## config.mk

```make
export PLATFORM = sky130hd
export DESIGN_NAME = y86_mem_port
export DESIGN_NICKNAME = d
export VERILOG_FILES = /design/src/rtl/y86_mem_port.sv
export SDC_FILE = /design/constraint.sdc
export NUM_CORES = 1
export LEC_CHECK = 0
export CAP_MARGIN = 20
export CORE_UTILIZATION = 41
export DETAILED_ROUTE_END_ITERATION = 6
export PLACE_DENSITY = 0.62
export SKIP_LAST_GASP = 1
export SYNTH_ARGS = -nofsm -noshare
export SYNTH_HDL_FRONTEND = slang
export SYNTH_SLANG_ARGS = --single-unit
export TNS_END_PERCENT = 10
```

## constraint.sdc

```tcl
create_clock -name CLOCK_50 -period 11.37 [get_ports CLOCK_50]
set_input_delay 2.274 -clock CLOCK_50 [delete_from_list [all_inputs] [get_ports CLOCK_50]]
set_output_delay 2.274 -clock CLOCK_50 [all_outputs]
set_load 0.01 [all_outputs]
```

## src/rtl/y86_mem_port.sv

```systemverilog
// Y86 client-side SRAM sequencer: splits byte/long loads and stores into 16-bit SRAM phases.
// Optional `MEM_PORT_ALIGN_CHECK_EN adds ERR and rejects unaligned longs instead of splitting them.
module y86_mem_port #(
    parameter int ACC_CYCLES = 2
) (
    input  logic        CLOCK_50,
    input  logic        RESET_N,
    input  logic        REQ,
    input  logic        WE,
    input  logic        SIZE,
    input  logic [18:0] ADDR,
    input  logic [31:0] WDATA,
    output logic        BUSY,
    output logic        DONE,
    output logic [31:0] RDATA,
    output logic        READ,
    output logic        WRITE,
    output logic [17:0] ADDRESS_R,
    output logic [17:0] ADDRESS_W,
    output logic [15:0] VALUE_W,
    output logic        LB,
    output logic        HB,
`ifdef MEM_PORT_ALIGN_CHECK_EN
    output logic        ERR,
`endif
    input  logic [15:0] VALUE
);

    typedef enum logic [1:0] {IDLE, ACCESS, GAP} state_t;

    localparam logic [3:0] CNT_LAST = 4'(ACC_CYCLES - 1);

    // Store lane mapping for one phase, packed as {lb, hb, value}.
    function automatic logic [17:0] lanes(input logic size, input logic a0,
                                          input logic [1:0] ph, input logic [31:0] d);
        logic [17:0] r;
        r = '0;
        if (!size) begin
            r = a0 ? {2'b01, d[7:0], 8'h00} : {2'b10, 8'h00, d[7:0]};
        end else if (!a0) begin
            r = (ph == 2'd0) ? {2'b11, d[15:0]} : {2'b11, d[31:16]};
        end else begin
            case (ph)
                2'd0:    r = {2'b01, d[7:0], 8'h00};
                2'd1:    r = {2'b11, d[23:8]};
                default: r = {2'b10, 8'h00, d[31:24]};
            endcase
        end
        return r;
    endfunction

    // Load assembly: the inverse of the store lane mapping.
    function automatic logic [31:0] merge(input logic [31:0] acc, input logic size, input logic a0,
                                          input logic [1:0] ph, input logic [15:0] v);
        logic [31:0] r;
        r = acc;
        if (!size) begin
            r[7:0] = a0 ? v[15:8] : v[7:0];
        end else if (!a0) begin
            if (ph == 2'd0) r[15:0] = v;
            else            r[31:16] = v;
        end else begin
            case (ph)
                2'd0:    r[7:0]   = v[15:8];
                2'd1:    r[23:8]  = v;
                default: r[31:24] = v[7:0];
            endcase
        end
        return r;
    endfunction

    state_t      state_q, state_d;
    logic [3:0]  cnt_q, cnt_d;
    logic [1:0]  phase_q, phase_d;
    logic [1:0]  nph_q, nph_d;
    logic        we_q, we_d;
    logic        size_q, size_d;
    logic [18:0] addr_q, addr_d;
    logic [31:0] wdata_q, wdata_d;
    logic [31:0] rbuf_q, rbuf_d;
    logic        busy_q, busy_d;
    logic        done_q, done_d;
    logic [31:0] rdata_q, rdata_d;
    logic        read_q, read_d;
    logic        write_q, write_d;
    logic [17:0] addr_r_q, addr_r_d;
    logic [17:0] addr_w_q, addr_w_d;
    logic [15:0] value_w_q, value_w_d;
    logic        lb_q, lb_d;
    logic        hb_q, hb_d;
`ifdef MEM_PORT_ALIGN_CHECK_EN
    logic        bad_q, bad_d;
    logic        err_q, err_d;
`endif

    logic        accept;
    logic        iss;
    logic [1:0]  iss_ph;
    logic [1:0]  nxt_ph;
    logic        more;
    logic        src_we;
    logic        src_size;
    logic [18:0] src_addr;
    logic [31:0] src_wdata;
    logic [17:0] ln;
    logic [17:0] hw;

    assign accept = (state_q == IDLE) && !busy_q && REQ;

    always_comb begin
        state_d   = state_q;
        cnt_d     = cnt_q;
        phase_d   = phase_q;
        nph_d     = nph_q;
        we_d      = we_q;
        size_d    = size_q;
        addr_d    = addr_q;
        wdata_d   = wdata_q;
        rbuf_d    = rbuf_q;
        busy_d    = busy_q;
        done_d    = 1'b0;
        rdata_d   = rdata_q;
        read_d    = read_q;
        write_d   = write_q;
        addr_r_d  = addr_r_q;
        addr_w_d  = addr_w_q;
        value_w_d = value_w_q;
        lb_d      = lb_q;
        hb_d      = hb_q;
`ifdef MEM_PORT_ALIGN_CHECK_EN
        bad_d     = bad_q;
        err_d     = 1'b0;
        more      = 1'b0;
`else
        more      = 1'b0;
`endif
        iss       = 1'b0;
        iss_ph    = 2'd0;
        nxt_ph    = phase_q + 2'd1;
        ln        = '0;
        hw        = '0;
        // The accept cycle drives phase 0 straight from the ports; later phases use the latch.
        src_we    = accept ? WE    : we_q;
        src_size  = accept ? SIZE  : size_q;
        src_addr  = accept ? ADDR  : addr_q;
        src_wdata = accept ? WDATA : wdata_q;

        case (state_q)
            IDLE: begin
                if (accept) begin
                    we_d    = WE;
                    size_d  = SIZE;
                    addr_d  = ADDR;
                    wdata_d = WDATA;
                    busy_d  = 1'b1;
                    phase_d = 2'd0;
                    cnt_d   = 4'd0;
                    rbuf_d  = '0;
                    nph_d   = SIZE ? (ADDR[0] ? 2'd3 : 2'd2) : 2'd1;
`ifdef MEM_PORT_ALIGN_CHECK_EN
                    if (SIZE && ADDR[0]) begin
                        bad_d   = 1'b1;
                        state_d = GAP;
                    end else begin
                        bad_d   = 1'b0;
                        state_d = ACCESS;
                        iss     = 1'b1;
                    end
`else
                    state_d = ACCESS;
                    iss     = 1'b1;
`endif
                end else if (busy_q) begin
                    busy_d = 1'b0;
                end
            end
            ACCESS: begin
                if (cnt_q == CNT_LAST) begin
                    read_d  = 1'b0;
                    write_d = 1'b0;
                    lb_d    = 1'b0;
                    hb_d    = 1'b0;
                    cnt_d   = 4'd0;
                    state_d = GAP;
                    if (!we_q) rbuf_d = merge(rbuf_q, size_q, addr_q[0], phase_q, VALUE);
                end else begin
                    cnt_d = cnt_q + 4'd1;
                end
            end
            GAP: begin
`ifdef MEM_PORT_ALIGN_CHECK_EN
                more = !bad_q && (nxt_ph < nph_q);
`else
                more = nxt_ph < nph_q;
`endif
                if (more) begin
                    phase_d = nxt_ph;
                    state_d = ACCESS;
                    iss     = 1'b1;
                    iss_ph  = nxt_ph;
                end else begin
                    state_d = IDLE;
                    done_d  = 1'b1;
`ifdef MEM_PORT_ALIGN_CHECK_EN
                    err_d = bad_q;
                    if (!we_q && !bad_q) rdata_d = rbuf_q;
`else
                    if (!we_q) rdata_d = rbuf_q;
`endif
                end
            end
            default: state_d = IDLE;
        endcase

        if (iss) begin
            ln = lanes(src_size, src_addr[0], iss_ph, src_wdata);
            hw = src_addr[18:1] + 18'(iss_ph);
            if (src_we) begin
                write_d   = 1'b1;
                addr_w_d  = hw;
                value_w_d = ln[15:0];
                lb_d      = ln[17];
                hb_d      = ln[16];
            end else begin
                read_d   = 1'b1;
                addr_r_d = hw;
            end
        end
    end

    always_ff @(posedge CLOCK_50 or negedge RESET_N) begin
        if (!RESET_N) begin
            state_q   <= IDLE;
            cnt_q     <= '0;
            phase_q   <= '0;
            nph_q     <= '0;
            we_q      <= 1'b0;
            size_q    <= 1'b0;
            addr_q    <= '0;
            wdata_q   <= '0;
            rbuf_q    <= '0;
            busy_q    <= 1'b0;
            done_q    <= 1'b0;
            rdata_q   <= '0;
            read_q    <= 1'b0;
            write_q   <= 1'b0;
            addr_r_q  <= '0;
            addr_w_q  <= '0;
            value_w_q <= '0;
            lb_q      <= 1'b0;
            hb_q      <= 1'b0;
`ifdef MEM_PORT_ALIGN_CHECK_EN
            bad_q     <= 1'b0;
            err_q     <= 1'b0;
`endif
        end else begin
            state_q   <= state_d;
            cnt_q     <= cnt_d;
            phase_q   <= phase_d;
            nph_q     <= nph_d;
            we_q      <= we_d;
            size_q    <= size_d;
            addr_q    <= addr_d;
            wdata_q   <= wdata_d;
            rbuf_q    <= rbuf_d;
            busy_q    <= busy_d;
            done_q    <= done_d;
            rdata_q   <= rdata_d;
            read_q    <= read_d;
            write_q   <= write_d;
            addr_r_q  <= addr_r_d;
            addr_w_q  <= addr_w_d;
            value_w_q <= value_w_d;
            lb_q      <= lb_d;
            hb_q      <= hb_d;
`ifdef MEM_PORT_ALIGN_CHECK_EN
            bad_q     <= bad_d;
            err_q     <= err_d;
`endif
        end
    end

    assign BUSY      = busy_q;
    assign DONE      = done_q;
    assign RDATA     = rdata_q;
    assign READ      = read_q;
    assign WRITE     = write_q;
    assign ADDRESS_R = addr_r_q;
    assign ADDRESS_W = addr_w_q;
    assign VALUE_W   = value_w_q;
    assign LB        = lb_q;
    assign HB        = hb_q;
`ifdef MEM_PORT_ALIGN_CHECK_EN
    assign ERR       = err_q;
`endif

endmodule

```

# --- Word-level counts from Yosys, hierarchy flattened ---
# Cells that the tools add are included.
op_classes:
  bitwise_logic: 3
  n_lt_le_gt_ge: 1
  eq_ne: 15
  addsub: 3
  n_reduce_logical: 20
  mux: 57
ops:
  columns: ["cell", "count"]
  rows:
  - ["2-to-1 mux 32 bit", 5]
  - ["2-to-1 mux 16 bit", 4]
  - ["one-hot mux 32 bit (2 select lines)", 1]
  - ["2-to-1 mux 18 bit", 3]
  - ["one-hot mux 18 bit (2 select lines)", 1]
  - ["2-to-1 mux 8 bit", 4]
  - ["2-to-1 mux 1 bit", 24]
  - ["2-to-1 mux 24 bit", 1]
  - ["AND reduction 7 bit", 3]
  - ["2-to-1 mux 19 bit", 1]
  - ["adder 18 x 2 -> 18 bit", 1]
  - ["2-to-1 mux 2 bit", 7]
  - ["inequality test 3 bit, second input constant", 4]
  - ["inequality test 2 bit, second input constant", 5]
  - ["AND reduction 2 bit", 5]
  - ["2-to-1 mux 4 bit", 2]
  - ["one-hot mux 4 bit (2 select lines)", 1]
  - ["== test 2 x 1 -> 1 bit, second input constant", 3]
  - ["zero test 2 bit", 3]
  - ["one-hot mux 2 bit (3 select lines)", 1]
  - ["AND reduction 3 bit", 2]
  - ["AND reduction 5 bit", 1]
  - ["adder 4 x 1 -> 4 bit, second input constant", 1]
  - ["== test 4 x 1 -> 1 bit, second input constant", 1]
  - ["11 further kinds", 15]
totals:
  regBits: 185
  out_inout_bits: 90
  in_bits: 72
  wordCells: 121

# --- Longest topological paths before layout ---
logic_depth:
  word_depth: 10
  ltp_mapped: 13
  mapped_depth_nobuf: 12

# --- Worst setup path after synthesis ---
# No wires, ideal clock.
synth_timing:
  kind: "input-to-reg"
  from: "in REQ"
  to: "reg addr_w_q[10], in the netlist ADDRESS_W[10]"
  required_ns: 11.275
  cell_stages: 12
  path_slack_ns: 6.282
  arrival_ns: 4.992
  cell_sequence: "nor4b_1 buf_2 clkbuf_1 buf_1 nand2_1 nand2_1 ha_1 fa_1 inv_1 or4_4 o21a_1 o31ai_1"
synth_between:
  elab_cells_between_ends: 7
  classes_between: "1 x add/sub; 4 x mux; 2 x reduce/logical"
synth_rtl:
  columns: ["item", "line", "source"]
  rows:
  - ["from (decl)", "8", "input logic REQ,"]
  - ["logical AND 1 bit", "108", "assign accept = (state_q == IDLE) && !busy_q && REQ;"]
  - ["2-to-1 mux 19 bit", null, null]
  - ["net src_addr[1]", "103", "logic [18:0] src_addr;"]
  - ["adder 18 x 2 -> 18 bit", "217", "hw = src_addr[18:1] + 18'(iss_ph);"]
  - ["to (signal assigned)", "272", "addr_w_q <= addr_w_d;"]
  - ["to (decl)", "87", "logic [17:0] addr_w_q, addr_w_d;"]
# The timed path passes the listed nets, and every way through them passes these cells.
# A chain may end at the register's enable or synchronous reset.

# --- Worst setup path in the final report ---
layout_timing:
  from: "in REQ"
  to: "reg addr_w_q[9], in the netlist ADDRESS_W[9]"
# The elaborated chain is that of the path after synthesis.

==> impl_metrics.env <==
export IMPL_fillers=1841
export IMPL_status="finished clean"
export IMPL_grt_pass1_wl_mm=35.1
export IMPL_seqPwrFrac_pct=36.6
export IMPL_postSynth_asyncResetShare_pct=100
export IMPL_grt_pass1_vias=6493
export IMPL_worstSetupPathType="in -> reg"
export IMPL_yosysSeqAreaShare_pct=53.5
export IMPL_ff_latch_area_um2=4630
export IMPL_finalSetupTns_ns=0
export IMPL_drc=0
export IMPL_cts_tree="done"
export IMPL_slew_headroom_pct=34.0
export IMPL_drt_pass1_iter_count=5
export IMPL_synth_cell_type_count=62
export IMPL_fmax_ghz=0.193
export IMPL_cts_root_buf="clkbuf_16"
export IMPL_via_count=6495
export IMPL_diodes=0
export IMPL_grt_antenna_before_repair=0
export IMPL_first_iter_violations=371
export IMPL_synth_top_cells_by_count="185 x dfrtp_1, 123 x nand2_1, 86 x mux2_2"
export IMPL_post_cts_repair_setup_buffers=0
export IMPL_die_w_um=147
export IMPL_viasPerCell=5.30
export IMPL_grtUsageTotal_pct=20.8
export IMPL_final_nets=1022
export IMPL_core_area_um2=20400
export IMPL_syn_avg_cell_area_um2=10.9
export IMPL_syn2layout_area_growth_pct=28.6
export IMPL_pwr_share_comb_pct=43.6
export IMPL_dpl_cell_count=1191
export IMPL_setup_viol=0
export IMPL_worstHoldPathType="reg -> reg"
export IMPL_clockBufferDepth=2
export IMPL_synthDominantCellAreaShare_pct=53.5
export IMPL_fin_cells=1225
export IMPL_ys_flop_type="dfrtp_1"
export IMPL_drtAntennaViolNets=0
export IMPL_skew_ns=0.00842
export IMPL_netlist_area_um2=8650
export IMPL_drive_gt1_share_pct=14.1
export IMPL_die_h_um=147
export IMPL_syn_inst=795
export IMPL_clock_sinks=185
export IMPL_dieArea_um2=21700
export IMPL_hold_viol_final=0
export IMPL_tightest_slew_ns=0.991
export IMPL_yosys_area_top_type="dfrtp_1"
export IMPL_clk_pin_slew_ns=0.07
export IMPL_max_cap_violations=0
export IMPL_multi_input_area_um2=3700
export IMPL_drt_total_wl_mm=21.5
export IMPL_ctsResizeCount=0
export IMPL_slew_violations=0
export IMPL_final_area_um2=11100
export IMPL_p_switching_mw=1.11
export IMPL_worstPathMaxFanout=66
export IMPL_postCtsHoldBufs=0
export IMPL_htree_levels=4
export IMPL_rsz0062_at_grt="false"
export IMPL_ioPinCount=162
export IMPL_start_kind="input pin"
export IMPL_finalCritPeriodShare_pct=45.7
export IMPL_synth_edf_count=0
export IMPL_yosys_warnings=0
export IMPL_insertion_delay_ns=0.43
export IMPL_hpwl_mm=15.3
export IMPL_vdd_drop_max_mv=0.131
export IMPL_endpoint_kind="register"
export IMPL_place_area_um2=10500
export IMPL_cp_arrival_ns=5.52
export IMPL_finalCriticalPeriod_ns=5.19
export IMPL_fp_row_count=52
export IMPL_p_int_mw=1.91
export IMPL_p_leak_nw=5.13
export IMPL_sw_frac_of_total_pct=36.9
export IMPL_required_ns=11.70
export IMPL_cts_buffers=17
export IMPL_yosys_top_cells_area="dfrtp_1 54%, mux2_2 11%, mux2i_1 6.2%"
export IMPL_grt_overflow=0
export IMPL_portBuffers=161
export IMPL_clkPwrFrac_pct=19.8
export IMPL_place_congestion=0.846
export IMPL_yosysMostFrequentCell="dfrtp_1"
export IMPL_grt_max_degree=130
export IMPL_power_density_nw_per_um2=272
export IMPL_fin_total_pwr_mw=3.02
export IMPL_synth_seq_cells=185
export IMPL_initial_utilization_pct=42.3
export IMPL_synth_fp_nets=875
export IMPL_wire_per_inst_um=17.6
==> worst paths after layout <==
path / cells after the start / slack, ns / start / to
setup reg to reg: 12 / 6.93 / phase_q[0]$_DFFE_PN0P_ / ADDRESS_R[10]$_DFFE_PN0P_
max in group asynchronous: 2 / 8.36 / RESET_N / addr_q[1]$_DFFE_PN0N_
hold reg to reg: 2 / 0.48 / ADDRESS_R[1]$_DFFE_PN0P_ / ADDRESS_R[1]$_DFFE_PN0P_
min in group asynchronous: 1 / 1.84 / RESET_N / VALUE_W[1]$_DFFE_PN0P_
hold / removal: 2 / 0.48 / ADDRESS_R[1]$_DFFE_PN0P_ / ADDRESS_R[1]$_DFFE_PN0P_
setup / recovery: 9 / 6.18 / REQ / ADDRESS_W[9]$_DFFE_PN0P_
==> power groups by stage <==
| stage | sequential [mW] | combinational [mW] | clock (mW) |
|---|---|---|---|
| detailed placement | 1.12 | 1.32 | 0 |
| finish | 1.11 | 1.32 | 0.599 |
| global route | 1.14 | 1.46 | 0.639 |
| CTS | 1.11 | 1.32 | 0.613 |
| global placement | 1.11 | 1.30 | 0 |
| floorplan | 1.13 | 0.770 | 0 |
==> state kept, by name, summed over array words and instances, names as in the netlist, 2 cells and up <==
| signal | count |
|---|---|
| RDATA | 32 |
| rbuf_q | 32 |
| wdata_q | 32 |
| addr_q | 19 |
| ADDRESS_R | 18 |
| ADDRESS_W | 18 |
| VALUE_W | 16 |
| cnt_q | 4 |
| nph_q | 2 |
| phase_q | 2 |
| state_q | 2 |
==> routing by layer <==
layer | wire, um | GRT usage, %
met2 | 10100 | 32.3
met5 | 0 | 0
met3 | 923 | 3.29
met1 | 10200 | 29.7
met4 | 278 | 6.44
==> metrics by stage <==
step	hold WS (ns)	util (%)	setup WS, ns
floorplan	0.439	-	6.28
global placement	0.457	51.3	5.83
detailed placement	0.461	51.3	5.73
CTS	0.479	54.2	6.17
global route	0.502	54.5	5.95
finish	0.476	54.5	6.18
==> area by class of cell <==
class | instances | area share [%]
flip-flops and latches | 185 | 41.6
multi-input cells | 529 | 33.3
repair buffers | 167 | 15.3
clock buffers | 20 | 4.20
well taps | 270 | 3.04
inverters | 42 | 1.42
clock inverters | 12 | 1.15
==> kinds of logic after synthesis <==
family	synth area share [%]
buf+inv	3.76
mux	18.3
fa+ha+maj	1.24
xor+xnor	0.709
compound gates	9.91
flops	53.5
simple gates	12.6
==> critical path: stages <==
cell and delay (ns):
clkdlybuf4s50_1 0.47, or4b_4 0.86, nand2_1 0.24, nand2_1 0.12, ha_1 0.31, a21oi_1 0.20, nor4_1 0.58, a21oi_1 0.18
o31ai_1 0.26
==> cell usage in the layout (no fill, tap or decap), types with 4 or more instances in the layout <==
| master | n |
|---|---|
| dfrtp_1 | 185 |
| clkdlybuf4s50_1 | 160 |
| nand2_1 | 123 |
| mux2_2 | 86 |
| mux2i_1 | 54 |
| nor2_1 | 51 |
| inv_1 | 41 |
| o21ai_0 | 27 |
| a21oi_1 | 21 |
| o31ai_1 | 19 |
| clkbuf_16 | 17 |
| nor3_1 | 13 |
| nand3_1 | 11 |
| a211oi_1 | 9 |
| nand4_1 | 8 |
| o221ai_1 | 7 |
| ha_1 | 7 |
| inv_6 | 7 |
| nand2b_1 | 6 |
| xnor2_1 | 6 |
| o311a_1 | 6 |
| o32ai_1 | 6 |
| nor3b_1 | 5 |
| and2_1 | 5 |
| and3_1 | 5 |
| a31oi_1 | 5 |
| mux2_1 | 4 |
| clkbuf_8 | 4 |
| buf_4 | 4 |
Power figures use the tool's default switching activity.
